File: config.mk
export PLATFORM = sky130hd
export DESIGN_NAME = multicycle_controller_flat
export DESIGN_NICKNAME = d
export VERILOG_FILES = /design/src/rtl/riscv_pkg.sv /design/src/rtl/multicycle_controller_if.sv /design/src/rtl/alu_decoder.sv /design/src/rtl/multicycle_controller.sv /design/src/flat_wrapper.sv
export SDC_FILE = /design/constraint.sdc
export NUM_CORES = 1
export LEC_CHECK = 0
export ABC_AREA = 0
export BUFFER_PORTS_ARGS = -buffer_cell sky130_fd_sc_hd__clkbuf_2
export CAP_MARGIN = 30
export CORE_ASPECT_RATIO = 1.1
export CORE_UTILIZATION = 25
export DETAILED_ROUTE_END_ITERATION = 7
export GPL_ROUTABILITY_DRIVEN = 0
export PLACE_DENSITY = 0.52
export SLEW_MARGIN = 20
export SYNTH_ARGS = -nofsm -noshare
export SYNTH_HDL_FRONTEND = slang
export SYNTH_SLANG_ARGS = --single-unit
File: constraint.sdc
create_clock -name clk -period 2.2 [get_ports clk]
set_input_delay 0.66 -clock clk [delete_from_list [all_inputs] [get_ports clk]]
set_output_delay 0.66 -clock clk [all_outputs]
set_load 0.01 [all_outputs]
File: src/rtl/riscv_pkg.sv
// ============================================================================
// Module      : riscv_pkg
// Description : Shared types and constants for the multicycle RV32 controller.
//               The branch decode depends on MULTICYCLE_BRANCH_FULL_EN.
// Revision    : 1.0 - initial release
// ============================================================================
`default_nettype none

package riscv_pkg;

    typedef enum logic [3:0] {
        S_FETCH    = 4'd0,
        S_DECODE   = 4'd1,
        S_MEMADR   = 4'd2,
        S_MEMREAD  = 4'd3,
        S_MEMWB    = 4'd4,
        S_MEMWRITE = 4'd5,
        S_EXECR    = 4'd6,
        S_EXECI    = 4'd7,
        S_ALUWB    = 4'd8,
        S_BRANCH   = 4'd9,
        S_JAL      = 4'd10,
        S_TRAP     = 4'd11
    } state_t;

    localparam logic [3:0] ALU_ADD  = 4'b0000;
    localparam logic [3:0] ALU_SUB  = 4'b0001;
    localparam logic [3:0] ALU_AND  = 4'b0010;
    localparam logic [3:0] ALU_OR   = 4'b0011;
    localparam logic [3:0] ALU_XOR  = 4'b0100;
    localparam logic [3:0] ALU_SLT  = 4'b0101;
    localparam logic [3:0] ALU_SLTU = 4'b0110;
    localparam logic [3:0] ALU_SLL  = 4'b0111;
    localparam logic [3:0] ALU_SRL  = 4'b1000;
    localparam logic [3:0] ALU_SRA  = 4'b1001;

    localparam logic [6:0] OP_LOAD   = 7'b0000011;
    localparam logic [6:0] OP_STORE  = 7'b0100011;
    localparam logic [6:0] OP_RTYPE  = 7'b0110011;
    localparam logic [6:0] OP_ITYPE  = 7'b0010011;
    localparam logic [6:0] OP_BRANCH = 7'b1100011;
    localparam logic [6:0] OP_JAL    = 7'b1101111;

    localparam logic       ADR_PC     = 1'b0;
    localparam logic       ADR_ALUOUT = 1'b1;

    localparam logic [1:0] SRC_A_PC     = 2'b00;
    localparam logic [1:0] SRC_A_OLD_PC = 2'b01;
    localparam logic [1:0] SRC_A_RS1    = 2'b10;

    localparam logic [1:0] SRC_B_RS2  = 2'b00;
    localparam logic [1:0] SRC_B_IMM  = 2'b01;
    localparam logic [1:0] SRC_B_FOUR = 2'b10;

    localparam logic [1:0] RES_ALUOUT     = 2'b00;
    localparam logic [1:0] RES_MEM_DATA   = 2'b01;
    localparam logic [1:0] RES_ALU_RESULT = 2'b10;

    localparam logic [1:0] IMM_NONE = 2'b00;
    localparam logic [1:0] IMM_I    = 2'b00;
    localparam logic [1:0] IMM_S    = 2'b01;
    localparam logic [1:0] IMM_B    = 2'b10;
    localparam logic [1:0] IMM_J    = 2'b11;

    typedef struct packed {
        logic       pc_write;
        logic       ir_write;
        logic       mem_read;
        logic       mem_write;
        logic       reg_write;
        logic       adr_src;
        logic [1:0] alu_src_a;
        logic [1:0] alu_src_b;
        logic [1:0] result_src;
        logic [3:0] alu_control;
        logic [1:0] immediate_control;
        logic       retire;
        logic       illegal_instr;
    } ctrl_t;

    // All-zero is exactly the quiet encoding: enables off, selects 00, ALU ADD.
    localparam ctrl_t CTRL_IDLE = '0;

    function automatic logic [1:0] imm_sel(input logic [6:0] opcode);
        case (opcode)
            OP_LOAD, OP_ITYPE: return IMM_I;
            OP_STORE:          return IMM_S;
            OP_BRANCH:         return IMM_B;
            OP_JAL:            return IMM_J;
            default:           return IMM_NONE;
        endcase
    endfunction

    function automatic logic branch_supported(input logic [2:0] funct3);
`ifdef MULTICYCLE_BRANCH_FULL_EN
        return (funct3 != 3'b010) && (funct3 != 3'b011);
`else
        return funct3 == 3'b000;
`endif
    endfunction

endpackage

`default_nettype wire

File: src/rtl/multicycle_controller_if.sv
// ============================================================================
// Module      : multicycle_controller_if
// Description : Controller <-> datapath bundle: IR/flags/memory handshake in,
//               enables and mux selects out.
// Revision    : 1.0 - initial release
// ============================================================================
`default_nettype none

interface multicycle_controller_if;

    logic [31:0] instruction;
    logic        equal;
    logic        less_than;
    logic        less_than_unsigned;
    logic        mem_ready;

    logic        pc_write;
    logic        ir_write;
    logic        mem_read;
    logic        mem_write;
    logic        reg_write;
    logic        adr_src;
    logic [1:0]  alu_src_a;
    logic [1:0]  alu_src_b;
    logic [1:0]  result_src;
    logic [3:0]  alu_control;
    logic [1:0]  immediate_control;
    logic        retire;
    logic        illegal_instr;

    modport master (
        input  instruction, equal, less_than, less_than_unsigned, mem_ready,
        output pc_write, ir_write, mem_read, mem_write, reg_write, adr_src,
               alu_src_a, alu_src_b, result_src, alu_control,
               immediate_control, retire, illegal_instr
    );

    modport slave (
        output instruction, equal, less_than, less_than_unsigned, mem_ready,
        input  pc_write, ir_write, mem_read, mem_write, reg_write, adr_src,
               alu_src_a, alu_src_b, result_src, alu_control,
               immediate_control, retire, illegal_instr
    );

endinterface

`default_nettype wire

File: src/rtl/alu_decoder.sv
// ============================================================================
// Module      : alu_decoder
// Description : Maps funct3/funct7[5] onto an ALU operation code.
// Revision    : 1.0 - initial release
// ============================================================================
`default_nettype none

module alu_decoder
    import riscv_pkg::*;
(
    input  wire logic [2:0] i_funct3,
    input  wire logic       i_funct7_b5,
    input  wire logic       i_is_rtype,
    output logic      [3:0] o_alu_control
);

    // Immediate forms carry immediate bits in funct7, so bit 5 only selects
    // SUB for register ops; it still selects SRA for both forms.
    always_comb begin
        o_alu_control = ALU_ADD;
        case (i_funct3)
            3'b000:  o_alu_control = (i_is_rtype && i_funct7_b5) ? ALU_SUB : ALU_ADD;
            3'b001:  o_alu_control = ALU_SLL;
            3'b010:  o_alu_control = ALU_SLT;
            3'b011:  o_alu_control = ALU_SLTU;
            3'b100:  o_alu_control = ALU_XOR;
            3'b101:  o_alu_control = i_funct7_b5 ? ALU_SRA : ALU_SRL;
            3'b110:  o_alu_control = ALU_OR;
            3'b111:  o_alu_control = ALU_AND;
            default: o_alu_control = ALU_ADD;
        endcase
    end

endmodule

`default_nettype wire

File: src/rtl/multicycle_controller.sv
// ============================================================================
// Module      : multicycle_controller
// Description : Moore control FSM for a multicycle RV32 subset datapath.
//               MULTICYCLE_BRANCH_FULL_EN enables all six branch conditions.
// Revision    : 1.0 - initial release
// ============================================================================
`default_nettype none

module multicycle_controller
    import riscv_pkg::*;
(
    input  wire logic               clk,
    input  wire logic               reset,
    multicycle_controller_if.master bus
);

    state_t     state_q;
    state_t     state_d;
    ctrl_t      w_ctrl;
    ctrl_t      w_ctrl_out;
    logic [6:0] w_opcode;
    logic [2:0] w_funct3;
    logic       w_funct7_b5;
    logic [3:0] w_dec_alu;
    logic       w_taken;

    assign w_opcode    = bus.instruction[6:0];
    assign w_funct3    = bus.instruction[14:12];
    assign w_funct7_b5 = bus.instruction[30];

    alu_decoder u_alu_decoder (
        .i_funct3      (w_funct3),
        .i_funct7_b5   (w_funct7_b5),
        .i_is_rtype    (state_q == S_EXECR),
        .o_alu_control (w_dec_alu)
    );

`ifdef MULTICYCLE_BRANCH_FULL_EN
    always_comb begin
        w_taken = 1'b0;
        case (w_funct3)
            3'b000:  w_taken = bus.equal;
            3'b001:  w_taken = !bus.equal;
            3'b100:  w_taken = bus.less_than;
            3'b101:  w_taken = !bus.less_than;
            3'b110:  w_taken = bus.less_than_unsigned;
            3'b111:  w_taken = !bus.less_than_unsigned;
            default: w_taken = 1'b0;
        endcase
    end
`else
    // Only beq can reach BRANCH; everything else traps in DECODE.
    assign w_taken = bus.equal;
`endif

    always_ff @(posedge clk) begin
        if (reset) begin
            state_q <= S_FETCH;
        end else begin
            state_q <= state_d;
        end
    end

    always_comb begin
        state_d = state_q;
        w_ctrl  = CTRL_IDLE;
        w_ctrl.immediate_control =
            (state_q == S_FETCH || state_q == S_TRAP) ? IMM_NONE : imm_sel(w_opcode);

        case (state_q)
            S_FETCH: begin
                w_ctrl.mem_read    = 1'b1;
                w_ctrl.adr_src     = ADR_PC;
                w_ctrl.alu_src_a   = SRC_A_PC;
                w_ctrl.alu_src_b   = SRC_B_FOUR;
                w_ctrl.alu_control = ALU_ADD;
                w_ctrl.result_src  = RES_ALU_RESULT;
                if (bus.mem_ready) begin
                    w_ctrl.ir_write = 1'b1;
                    w_ctrl.pc_write = 1'b1;
                    state_d         = S_DECODE;
                end
            end
            S_DECODE: begin
                // Branch/jump target is formed here and parked in ALUOut.
                w_ctrl.alu_src_a   = SRC_A_OLD_PC;
                w_ctrl.alu_src_b   = SRC_B_IMM;
                w_ctrl.alu_control = ALU_ADD;
                case (w_opcode)
                    OP_LOAD, OP_STORE: state_d = S_MEMADR;
                    OP_RTYPE:          state_d = S_EXECR;
                    OP_ITYPE:          state_d = S_EXECI;
                    OP_BRANCH:         state_d = branch_supported(w_funct3) ? S_BRANCH : S_TRAP;
                    OP_JAL:            state_d = S_JAL;
                    default:           state_d = S_TRAP;
                endcase
            end
            S_MEMADR: begin
                w_ctrl.alu_src_a   = SRC_A_RS1;
                w_ctrl.alu_src_b   = SRC_B_IMM;
                w_ctrl.alu_control = ALU_ADD;
                state_d            = (w_opcode == OP_LOAD) ? S_MEMREAD : S_MEMWRITE;
            end
            S_MEMREAD: begin
                w_ctrl.mem_read = 1'b1;
                w_ctrl.adr_src  = ADR_ALUOUT;
                if (bus.mem_ready) begin
                    state_d = S_MEMWB;
                end
            end
            S_MEMWB: begin
                w_ctrl.result_src = RES_MEM_DATA;
                w_ctrl.reg_write  = 1'b1;
                w_ctrl.retire     = 1'b1;
                state_d           = S_FETCH;
            end
            S_MEMWRITE: begin
                w_ctrl.mem_write = 1'b1;
                w_ctrl.adr_src   = ADR_ALUOUT;
                if (bus.mem_ready) begin
                    w_ctrl.retire = 1'b1;
                    state_d       = S_FETCH;
                end
            end
            S_EXECR: begin
                w_ctrl.alu_src_a   = SRC_A_RS1;
                w_ctrl.alu_src_b   = SRC_B_RS2;
                w_ctrl.alu_control = w_dec_alu;
                state_d            = S_ALUWB;
            end
            S_EXECI: begin
                w_ctrl.alu_src_a   = SRC_A_RS1;
                w_ctrl.alu_src_b   = SRC_B_IMM;
                w_ctrl.alu_control = w_dec_alu;
                state_d            = S_ALUWB;
            end
            S_ALUWB: begin
                w_ctrl.result_src = RES_ALUOUT;
                w_ctrl.reg_write  = 1'b1;
                w_ctrl.retire     = 1'b1;
                state_d           = S_FETCH;
            end
            S_BRANCH: begin
                w_ctrl.alu_src_a   = SRC_A_RS1;
                w_ctrl.alu_src_b   = SRC_B_RS2;
                w_ctrl.alu_control = ALU_SUB;
                w_ctrl.result_src  = RES_ALUOUT;
                w_ctrl.pc_write    = w_taken;
                w_ctrl.retire      = 1'b1;
                state_d            = S_FETCH;
            end
            S_JAL: begin
                // PC takes the DECODE target while old PC + 4 goes to ALUOut for rd.
                w_ctrl.alu_src_a   = SRC_A_OLD_PC;
                w_ctrl.alu_src_b   = SRC_B_FOUR;
                w_ctrl.alu_control = ALU_ADD;
                w_ctrl.result_src  = RES_ALUOUT;
                w_ctrl.pc_write    = 1'b1;
                state_d            = S_ALUWB;
            end
            S_TRAP: begin
                w_ctrl.illegal_instr = 1'b1;
                state_d              = S_TRAP;
            end
            default: begin
                state_d = S_FETCH;
            end
        endcase
    end

    // Reset quiets the outputs in the same cycle so an in-flight access is dropped.
    assign w_ctrl_out = reset ? CTRL_IDLE : w_ctrl;

    assign bus.pc_write          = w_ctrl_out.pc_write;
    assign bus.ir_write          = w_ctrl_out.ir_write;
    assign bus.mem_read          = w_ctrl_out.mem_read;
    assign bus.mem_write         = w_ctrl_out.mem_write;
    assign bus.reg_write         = w_ctrl_out.reg_write;
    assign bus.adr_src           = w_ctrl_out.adr_src;
    assign bus.alu_src_a         = w_ctrl_out.alu_src_a;
    assign bus.alu_src_b         = w_ctrl_out.alu_src_b;
    assign bus.result_src        = w_ctrl_out.result_src;
    assign bus.alu_control       = w_ctrl_out.alu_control;
    assign bus.immediate_control = w_ctrl_out.immediate_control;
    assign bus.retire            = w_ctrl_out.retire;
    assign bus.illegal_instr     = w_ctrl_out.illegal_instr;

endmodule

`default_nettype wire

File: src/flat_wrapper.sv
// flat-port wrapper written by rule: the top's interface ports become plain ports
module multicycle_controller_flat import riscv_pkg::*;
  (clk, reset, bus_instruction, bus_equal, bus_less_than, bus_less_than_unsigned, bus_mem_ready, bus_pc_write, bus_ir_write, bus_mem_read, bus_mem_write, bus_reg_write, bus_adr_src, bus_alu_src_a, bus_alu_src_b, bus_result_src, bus_alu_control, bus_immediate_control, bus_retire, bus_illegal_instr);
  multicycle_controller_if bus_i ();
  input  wire logic clk;
  input  wire logic reset;
  input wire logic [$bits(bus_i.instruction)-1:0] bus_instruction;
  input wire logic [$bits(bus_i.equal)-1:0] bus_equal;
  input wire logic [$bits(bus_i.less_than)-1:0] bus_less_than;
  input wire logic [$bits(bus_i.less_than_unsigned)-1:0] bus_less_than_unsigned;
  input wire logic [$bits(bus_i.mem_ready)-1:0] bus_mem_ready;
  output wire logic [$bits(bus_i.pc_write)-1:0] bus_pc_write;
  output wire logic [$bits(bus_i.ir_write)-1:0] bus_ir_write;
  output wire logic [$bits(bus_i.mem_read)-1:0] bus_mem_read;
  output wire logic [$bits(bus_i.mem_write)-1:0] bus_mem_write;
  output wire logic [$bits(bus_i.reg_write)-1:0] bus_reg_write;
  output wire logic [$bits(bus_i.adr_src)-1:0] bus_adr_src;
  output wire logic [$bits(bus_i.alu_src_a)-1:0] bus_alu_src_a;
  output wire logic [$bits(bus_i.alu_src_b)-1:0] bus_alu_src_b;
  output wire logic [$bits(bus_i.result_src)-1:0] bus_result_src;
  output wire logic [$bits(bus_i.alu_control)-1:0] bus_alu_control;
  output wire logic [$bits(bus_i.immediate_control)-1:0] bus_immediate_control;
  output wire logic [$bits(bus_i.retire)-1:0] bus_retire;
  output wire logic [$bits(bus_i.illegal_instr)-1:0] bus_illegal_instr;
  assign bus_i.instruction = bus_instruction;
  assign bus_i.equal = bus_equal;
  assign bus_i.less_than = bus_less_than;
  assign bus_i.less_than_unsigned = bus_less_than_unsigned;
  assign bus_i.mem_ready = bus_mem_ready;
  assign bus_pc_write = bus_i.pc_write;
  assign bus_ir_write = bus_i.ir_write;
  assign bus_mem_read = bus_i.mem_read;
  assign bus_mem_write = bus_i.mem_write;
  assign bus_reg_write = bus_i.reg_write;
  assign bus_adr_src = bus_i.adr_src;
  assign bus_alu_src_a = bus_i.alu_src_a;
  assign bus_alu_src_b = bus_i.alu_src_b;
  assign bus_result_src = bus_i.result_src;
  assign bus_alu_control = bus_i.alu_control;
  assign bus_immediate_control = bus_i.immediate_control;
  assign bus_retire = bus_i.retire;
  assign bus_illegal_instr = bus_i.illegal_instr;
  multicycle_controller u_core (.clk(clk), .reset(reset), .bus(bus_i));
endmodule
Word-level counts from Yosys, hierarchy flattened
Cells that the tools add are included.
{"block": "word_totals", "reg_bits": 4, "output_inout_bits": 20, "inputBits": 38, "wordCells": 68}
{"block": "classes", "n_mux": 26, "n_eq_ne": 27, "reduce_logical": 14}
{"cell": "$pmux W4 S5", "n": 2}
{"cell": "$pmux W4 S8", "n": 1}
{"cell": "$pmux W4 S7", "n": 1}
{"cell": "$mux W20", "n": 1}
{"cell": "$eq A4 B3 Y1 const B", "n": 4}
{"cell": "$eq A4 B4 Y1 const B", "n": 4}
{"cell": "$eq A7 B6 Y1 const B", "n": 2}
{"cell": "$eq A7 B7 Y1 const B", "n": 2}
{"cell": "$reduce_or A2 Y1", "n": 7}
{"cell": "$eq A3 B3 Y1 const B", "n": 4}
{"cell": "$mux W4", "n": 3}
{"cell": "$mux W1", "n": 9}
{"cell": "$eq A4 B2 Y1 const B", "n": 2}
{"cell": "$pmux W4 S2", "n": 1}
{"cell": "$eq A7 B2 Y1 const B", "n": 1}
{"cell": "$eq A7 B5 Y1 const B", "n": 1}
{"cell": "$eq A3 B2 Y1 const B", "n": 2}
{"cell": "$mux W2", "n": 3}
{"cell": "$ne A2 B2 Y1 const B", "n": 3}
{"cell": "$pmux W2 S3", "n": 1}
{"cell": "$reduce_or A3 Y1", "n": 2}
{"cell": "$eq A4 B1 Y1 const B", "n": 1}
{"cell": "$logic_not A4 Y1", "n": 1}
{"cell": "$pmux W2 S2", "n": 1}
{"cell": "8 further kinds", "n": 8}

Longest topological paths before layout
Gate-level depths: netlist (run 1).
{"block": "depth", "word_depth": 6, "ltp_mapped": 6, "ltp_nobuf": 4}

Cells and area by module
From an unflattened synthesis (run 1), not the netlist that was laid out.
{"block": "unflattened", "hier_cells": 120, "hier_area_um2": 790.8}
{"mod": "multicycle_controller", "n_inst": 1, "seq_area_each_um2": 80.1, "cells_each": 111, "area_per_inst_um2": 730.7}
{"mod": "alu_decoder", "n_inst": 1, "seq_area_each_um2": 0.0, "cells_each": 9, "area_per_inst_um2": 60.1}

Worst setup path before layout (run 1)
No wires, ideal clock.
{"block": "synth_timing", "path_kind": "in2out", "start": "in reset", "end": "out bus_ir_write", "required_time_ps": 1540, "cell_stages": 3, "arrival_time_ps": 1557, "path_buffers": 1, "path_slack_ps": -17, "path_cell_list": "clkbuf_1 nor4_1 and2_1"}
{"block": "synth_between", "elab_chain_cells": 1}
{"element": "from (decl)", "line": "flat_wrapper.sv:6", "text": "input wire logic reset;"}
{"element": "$mux W20", "line": "multicycle_controller.sv:172", "text": "assign w_ctrl_out = reset ? CTRL_IDLE : w_ctrl;"}
{"element": "to (decl)", "line": "flat_wrapper.sv:13", "text": "output wire logic [$bits(bus_i.ir_write)-1:0] bus_ir_write;"}
Every way passes these cells.

Worst setup path in the final report (run 1)
{"block": "layout_timing", "start": "reg u_core.state_q[0]", "end": "out bus_alu_src_b[1]"}
{"block": "layout_between", "elab_chain_cells": 4, "word_cells_on_any_way": 11, "cone_classes": "eq/ne (6); mux (2); reduce/logical (3)"}
{"element": "from (decl)", "line": "multicycle_controller.sv:17", "text": "state_t state_q;"}
{"element": "from (signal assigned)", "line": "multicycle_controller.sv:60", "text": "state_q <= state_d;"}
{"element": "$eq A4 B3 Y1 (tied with other cells)", "line": "multicycle_controller.sv:70", "text": "case (state_q)"}
{"element": "$reduce_or A2 Y1 (no source line)"}
{"element": "$pmux W4 S5 (*)", "line": "multicycle_controller.sv:70"}
{"element": "$mux W20 (*)", "line": "multicycle_controller.sv:172"}
{"element": "to (decl)", "line": "flat_wrapper.sv:19", "text": "output wire logic [$bits(bus_i.alu_src_b)-1:0] bus_alu_src_b;"}
Every way passes the cells marked *; elsewhere a longest branch is shown, timed or not.

==> results of run 1 <==
==> metal layers <==
layer / part of all wire (%) / track usage, % / vias up
met4: 0 / 2.744 / 0
li1: - / - / 529
met2: 50 / 24.26 / 26
met1: 46 / 18.01 / 473
met5: 0 / 0 / -
met3: 3.9 / 2.070 / 0
==> synth_stat cells, drive strengths merged, types with 2 or more instances <==
cell type / instances / share of area [%]
dfxtp: 4 / 9.7
nand2: 6 / 2.7
inv: 4 / 1.8
a21oi: 7 / 5.1
nor2b: 2 / 1.5
o21ai: 2 / 1.2
clkbuf: 3 / 1.4
nand3: 3 / 1.8
and3b: 2 / 2.1
buf: 8 / 6.6
a211oi: 3 / 3.3
nor2: 17 / 7.7
or2: 2 / 1.5
and2: 2 / 1.5
xnor2: 3 / 3.2
nor4: 3 / 2.3
nor3b: 2 / 1.8
a221oi: 2 / 2.1
nand2b: 4 / 3.0
nor3: 10 / 6.0
a2111oi: 3 / 6.2
xor2: 3 / 3.2
or4b: 2 / 2.9
==> how the worst min path moves through the flow <==
stage                            from                end  slack, ps  cells after the start
floorplan           u_core.state_q[3]  u_core.state_q[3]        630                      4
global placement    u_core.state_q[0]  u_core.state_q[0]        740                      3
detailed placement  u_core.state_q[0]  u_core.state_q[0]        740                      3
CTS                 u_core.state_q[0]  u_core.state_q[0]        670                      3
global route        u_core.state_q[0]  u_core.state_q[0]        700                      3
finish              u_core.state_q[0]  u_core.state_q[0]        680                      3
==> power by group through the flow <==
stage,Sequential [mW],Clock [mW],Combinational (mW)
floorplan,0.140,0,0.838
global placement,0.168,0,1.10
global route,0.207,0.0980,1.42
CTS,0.182,0.0948,1.16
detailed placement,0.168,0,1.10
finish,0.200,0.0889,1.31
==> cells in the final DEF, fill, tap and decap left out, types with 2 or more instances in the layout <==
master                     instances
sky130_fd_sc_hd__or2_4             2
sky130_fd_sc_hd__nand2_1           5
sky130_fd_sc_hd__a211oi_2          2
sky130_fd_sc_hd__buf_6             4
sky130_fd_sc_hd__nand2b_1          4
sky130_fd_sc_hd__xnor2_1           2
sky130_fd_sc_hd__xor2_1            3
sky130_fd_sc_hd__and3b_1           2
sky130_fd_sc_hd__a21oi_2           2
sky130_fd_sc_hd__nor3b_1           2
sky130_fd_sc_hd__dfxtp_4           2
sky130_fd_sc_hd__nor4_1            2
sky130_fd_sc_hd__nor2_2            2
sky130_fd_sc_hd__inv_1             4
sky130_fd_sc_hd__buf_2             4
sky130_fd_sc_hd__clkbuf_4          3
sky130_fd_sc_hd__clkbuf_2         30
sky130_fd_sc_hd__a21oi_1           5
sky130_fd_sc_hd__and2_1            2
sky130_fd_sc_hd__nand3_1           2
sky130_fd_sc_hd__nor2_1           15
sky130_fd_sc_hd__buf_4            15
sky130_fd_sc_hd__nor3_1            9
==> metrics by stage <==
stage / std cells / setup TNS, ps / utilization [%] / setup WS, ps
finish: 196 / -9.240 / 40.44 / -9.240
global route: 196 / -97.88 / 40.44 / -74.59
global placement: 189 / 0 / 35.55 / 33.97
detailed placement: 189 / 0 / 35.55 / 8.799
floorplan: 116 / 0 / - / 88.74
CTS: 192 / 0 / 37.25 / 2.249
==> timing repair <==
| item | in CTS | in global routing |
|---|---|---|
| endpoints found under the hold margin | 0 | 0 |
| resized for setup | 9 | 22 |
| pin swaps | 3 | 5 |
| endpoints found under the setup margin | 6 | 11 |
| cloned | 0 | 0 |
| hold buffers | 0 | 0 |
| setup buffers | 0 | 4 |
==> logic make-up after synthesis <==
family / Yosys count
buf+inv: 15
compound gates: 28
flops: 4
xor+xnor: 6
mux: 1
simple gates: 62
==> layout make-up <==
class                      count  area share, %
multi-input combinational     97          58.78
clock buffer                   3          1.796
inverter                       4          1.198
tap                           34          3.393
sequential                     4          7.086
timing repair buffer          54          27.74
==> worst register-to-register path, stage by stage (launching register included) <==
cell	delay, ps
sky130_fd_sc_hd__dfxtp_4	370
sky130_fd_sc_hd__buf_12	140
sky130_fd_sc_hd__buf_4	120
sky130_fd_sc_hd__o21ba_2	230
sky130_fd_sc_hd__a2111oi_4	410
sky130_fd_sc_hd__a21oi_2	70
sky130_fd_sc_hd__a211oi_2	240
==> impl_results.md, run 1 <==
* Cell count of the worst reg-to-reg path at 6
* EDFF count, synth at 0
* Port Buf Inserts at 34
* Simple-gate share of the synthesized area at 42.68%
* CP endpoint kind: output pin
* Global Route Usage Sum at 13.93%
* Reg-to-reg endpoint: u_core.state_q[1]
* Required @ worst endpoint at ~1500 ps
* Vias in the first global route at 907
* Routed wire length at between 2 and 3 mm
* Tot Pwr at 1.596 mW
* Data arrival time of the critical path at 1550 ps
* DRC errors left at 6
* Number of H-tree branching levels at 1
* Final setup fails at 1
* Final number of hold-violating endpoints at 0
* Post-synthesis area per instance at 7.151 µm²
* Detailed Route Iter0 Violations at 31
* Yosys Warn Count at 0
* Critical path cell sequence: buf_6 -> buf_4 -> a2111oi_1 -> clkbuf_2
* Endpoint of the worst setup timing path: bus_alu_src_b[1]
* Worst voltage drop across the vdd grid at between 0.0004 and 0.0005 V
* Kind of cell adding the most delay to the critical path: buffers and inverters
* Placement Rows at 21
* Violated checks: DRC, setup timing
* Fraction of registers with async set or reset after synthesis at 0%
* WP buf/inv at 3
* Final instance area at 0.001254 mm²
* Count of distinct cell types in the synthesized netlist at 51
* Final-layout fill cell count at 340
* Share of total power in combinational logic at roughly four fifths
* Fmax at about 450 MHz
* Number of antenna violations at the first check in global routing at 0
* Cell area after technology mapping at 829.5 µm²
* Number of buffers created by CTS at 3
* Setup repair after global routing missed its margin: yes
* Die Height at around 62 µm
* Core ar. at 0.003100 mm²
* Power Density at 1273 mW/mm²
* Clock edge transition at the registers on the reported setup and hold paths at 40 ps
* FF-to-FF Start: u_core.state_q[1]
* Clock sink total at 4
* Sequential fraction of design power at 12.5%
* Final critical-path required period at 2209 ps
* Storage cell area at 88.84 µm²
* Chip width at between 50 and 60 µm
* Reported net switching power at slightly below 0.8 mW
* Detailed-placement wirelength estimate at 1.982 mm
* Fraction of power spent switching nets at 48.44%
* Hold crit path type: reg2reg
* Area used by multi-input combinational logic at ~740 µm²
* Flop2flop setup slack at 520 ps
* Number of instances in the synthesized netlist at about 120
* Area after detailed placement at approximately 0.0011 mm²
* Post-route fraction of the period consumed by the critical path at 100.4%
* Transition time of the tightest slew-check pin at just over 400 ps
* Clock power share at 5.6%
* Largest net degree at the start of global routing at 15
* Register ranked first by flip-flop count: u_core.state_q
* Setup ws final at -9.240 ps
* Max capacitance violation total at 0
* CTS tree: yes
* I/O pin count at 58
* Largest family of logic cells by synthesized area: simple AND/OR/NAND/NOR gates
* Count of cell instances traversed by the critical path at 4
* Highest-delay cell along the critical path: sky130_fd_sc_hd__a2111oi_1
* Synth Area in Adders at 0%
* Area growth, synth to finish at 51.13%
* Remaining number of nets flagged by the antenna check after routing at 0
* Number of vias per cell after detailed routing at 5.245
* Effective utilization at floorplan at between 20% and 30%
* Result of the run: finished, violations left
* Overall die area at 0.003553 mm²
* Clock skew at 2.167 ps
* Sum of overflow across all layers after global routing at 0
* Largest incremental delay on the critical path at 430 ps
* Post-layout net count at a little over 200
* Antenna cells at 0
* CP Launch Type: flip-flop
* Total number of vias at 1028
* Number of storage elements in the synthesis netlist at 4
* Share of cell area taken by muxes after synthesis at 1.207%
* Post-Synth XOR/XNOR Area at 6.335%
* Biggest regs: u_core.state_q: 4 flops
* Synthesized-area fraction occupied by ao, oa, aoi and oai cells at 30.32%
* Leading register cell type out of synthesis: sky130_fd_sc_hd__dfxtp_1
* First-pass GRT wire length at about 4.0 mm
* Count of pins over their slew limit at 0
* Synthesized Nets at 154
* Fraction of final layout cells with drive strength greater than 1 at about half
* Routed wire per std cell at roughly 13 µm
* Flip-flop count of the largest register, all copies and words added at 4
* Int Pwr at 0.8228 mW
* Relative max-transition margin at 72.49%
* Clock tree root buffer cell: sky130_fd_sc_hd__clkbuf_4
* Clock network latency to the later pin of the worst-skew pair at 230 ps
* Lkg Pwr at 0.5466 nW
* First element of the critical path: u_core.state_q[0]
* Part of the Yosys area used for sequential elements at 9.653%
* Maximum root-to-sink buffer count at 2
* Maximum fanout along the worst path at 9
* Classification of the worst setup path: reg2out
* Hold_ws at between 600 and 700 ps
* Length of the first detailed-routing pass in iterations at 6
(Power assumes the default switching activity.)
==> run 2: changes to the inputs <==
BUFFER_PORTS_ARGS = -buffer_cell sky130_fd_sc_hd__buf_2   (was -buffer_cell sky130_fd_sc_hd__clkbuf_2)
==> impl_results.md, run 2 (synthesized netlist as in run 1, its figures left out) <==
* Result of the run: finished, violations left
* Violated checks: DRC
* Length of the first detailed-routing pass in iterations at 6
* Final-layout fill cell count at 342
* Worst voltage drop across the vdd grid at 0.0004880 V
* FF-to-FF Start: u_core.state_q[1]
* Clock sink total at 4
* Global Route Usage Sum at 14.10%
* Largest net degree at the start of global routing at 15
* Count of pins over their slew limit at 0
* CTS tree: yes
* Total number of vias at 1020
* Clock skew at between 4 and 5 ps
* Number of H-tree branching levels at 1
* Routed wire length at 2.476 mm
* Hold-fix buffer count after cts at 0
* Flip-flop count of the largest register, all copies and words added at 4
* Core ar. at 0.003100 mm²
* Number of antenna violations at the first check in global routing at 0
* DRC errors left at 6
* Post-route core utilization at approximately 38%
* Biggest regs: u_core.state_q: 4 flops
* Transition time of the tightest slew-check pin at around 350 ps
* Highest-count cells in the layout ignoring fill and taps: sky130_fd_sc_hd__buf_2, sky130_fd_sc_hd__nor2_1, sky130_fd_sc_hd__buf_4, sky130_fd_sc_hd__nor3_1
* Final number of hold-violating endpoints at 0
* Tot Pwr at between 1.5 and 2 mW
* Post-layout net count at 199
* Storage cell area at approximately 86 µm²
* CP endpoint kind: output pin
* Die Height at 62.42 µm
* Maximum root-to-sink buffer count at 2
* Hold crit path type: reg2reg
* Final critical-path required period at 2126 ps
* Setup repair after global routing missed its margin: yes
* Required @ worst endpoint at 1540 ps
* Antenna cells at 0
* Flop2flop setup slack at 560 ps
* First-pass GRT wire length at 4.140 mm
* Lkg Pwr at 0.5318 nW
* Detailed-placement wirelength estimate at 1.989 mm
* Register ranked first by flip-flop count: u_core.state_q
* Largest incremental delay on the critical path at between 200 and 300 ps
* Overall die area at roughly 0.0036 mm²
* Effective utilization at floorplan at 26.76%
* Post-Route Setup TNS at 0 ps
* Final setup fails at 0
* Cell total after placement at 189
* Hold Path Stages at 2
* Reg-to-reg endpoint: u_core.state_q[1]
* Final Instance Count excl. Fillers at a little under 200
* Clock network latency to the later pin of the worst-skew pair at approximately 230 ps
* Cell count of the worst reg-to-reg path at 6
* Most used cell along the critical path: sky130_fd_sc_hd__buf_2
* Remaining number of nets flagged by the antenna check after routing at 0
* Detailed Route Iter0 Violations at 16
* Fraction of final layout cells with drive strength greater than 1 at 46.54%
* Area growth, synth to finish at 43.89%
* Most frequent standard cell in the layout excluding fill and tap cells: sky130_fd_sc_hd__buf_2
* First element of the critical path: reset
* Max capacitance violation total at 0
* Hold_ws at 573.2 ps
* Sum of overflow across all layers after global routing at 0
* Source of the worst hold timing path: u_core.state_q[0]
* Chip width at 56.92 µm
* Maximum fanout along the worst path at 6
* Area used by multi-input combinational logic at 718.2 µm²
* I/O pin count at 58
* Vias in the first global route at 985
* Post-route fraction of the period consumed by the critical path at 96.65%
* Classification of the worst setup path: in2out
* Fmax at 470.3 MHz
* Power Density at ~1300 mW/mm²
* Clock edge transition at the registers on the reported setup and hold paths at ~40 ps
* CP Launch Type: input pin
* Number of vias per cell after detailed routing at 5.285
* Critical path cell sequence: buf_2 -> nand3b_1 -> a211o_1 -> o41ai_1 -> buf_2
* End of the worst hold path: u_core.state_q[0]
* Clock tree root buffer cell: sky130_fd_sc_hd__clkbuf_4
* Number of buffers created by CTS at 3
* Highest-delay cell along the critical path: sky130_fd_sc_hd__a211o_1
* Routed wire per std cell at 12.83 µm
* Relative max-transition margin at 76.64%
* Placement Rows at 21
* Port Buf Inserts at 34
* Data arrival time of the critical path at approximately 1500 ps
run 2: changes by cell type in the layout (fill, tap and decap cells not counted), sizes merged:
cell,before,now
buf,24,51
clkbuf,33,3
run 2: worst max-delay path by stage:
stage                                     to  depth (start not counted)  slack, ps
final                     bus_alu_control[0]                          5         70
after global routing      bus_alu_control[0]                          6         -3
after CTS                   bus_alu_src_b[1]                          4          1
after detailed placement    bus_alu_src_b[1]                          4         20
after global placement      bus_alu_src_b[1]                          4         30
after floorplan             bus_alu_src_b[1]                          2         90
run 2: what timing repair did:
action                     CTS  global route
gates resized for setup      4            13
setup buffers                0             1
setup endpoints to repair    5             8
pin swaps                    0             3
run 2: critical path, delay by kind of cell:
kind | cells | cell delay (ps)
buffers and inverters | 2 | 320
AND/OR/NAND/NOR | 1 | 180
AO/OA/AOI/OAI | 2 | 310
run 2: layer usage:
metal | track usage, % | share of wire [%] | vias up
met1 | 18.41 | 50 | 468
li1 | - | - | 523
met2 | 23.38 | 45 | 29
met4 | 2.134 | 0 | 0
met3 | 3.934 | 5.7 | 0
met5 | 0 | 0 | -
run 2: stage by stage:
| step | cell area [µm²] | worst slack [ps] |
|---|---|---|
| final | 1194 | 73.63 |
| after global routing | 1194 | -3.211 |
| after CTS | 1134 | 1.475 |
| after detailed placement | 1102 | 19.75 |
| after global placement | 1102 | 34.32 |
| after floorplan | 835.8 | 88.74 |
run 2: final cells by class:
type | count | share of cell area (%)
multi-input cells | 97 | 60.17
well taps | 34 | 3.564
flip-flops and latches | 4 | 7.233
clock buffers | 3 | 1.887
repair buffers | 51 | 25.89
inverters | 4 | 1.258
run 2: report_power, final:
part | switching, mW | leakage (nW) | total [mW] | internal [mW]
Clock | 0.0284 | 0.0138 | 0.0893 | 0.0609
Sequential | 0.0830 | 0.0343 | 0.202 | 0.120
Combinational | 0.615 | 0.484 | 1.21 | 0.600
Total | 0.726 | 0.532 | 1.51 | 0.780
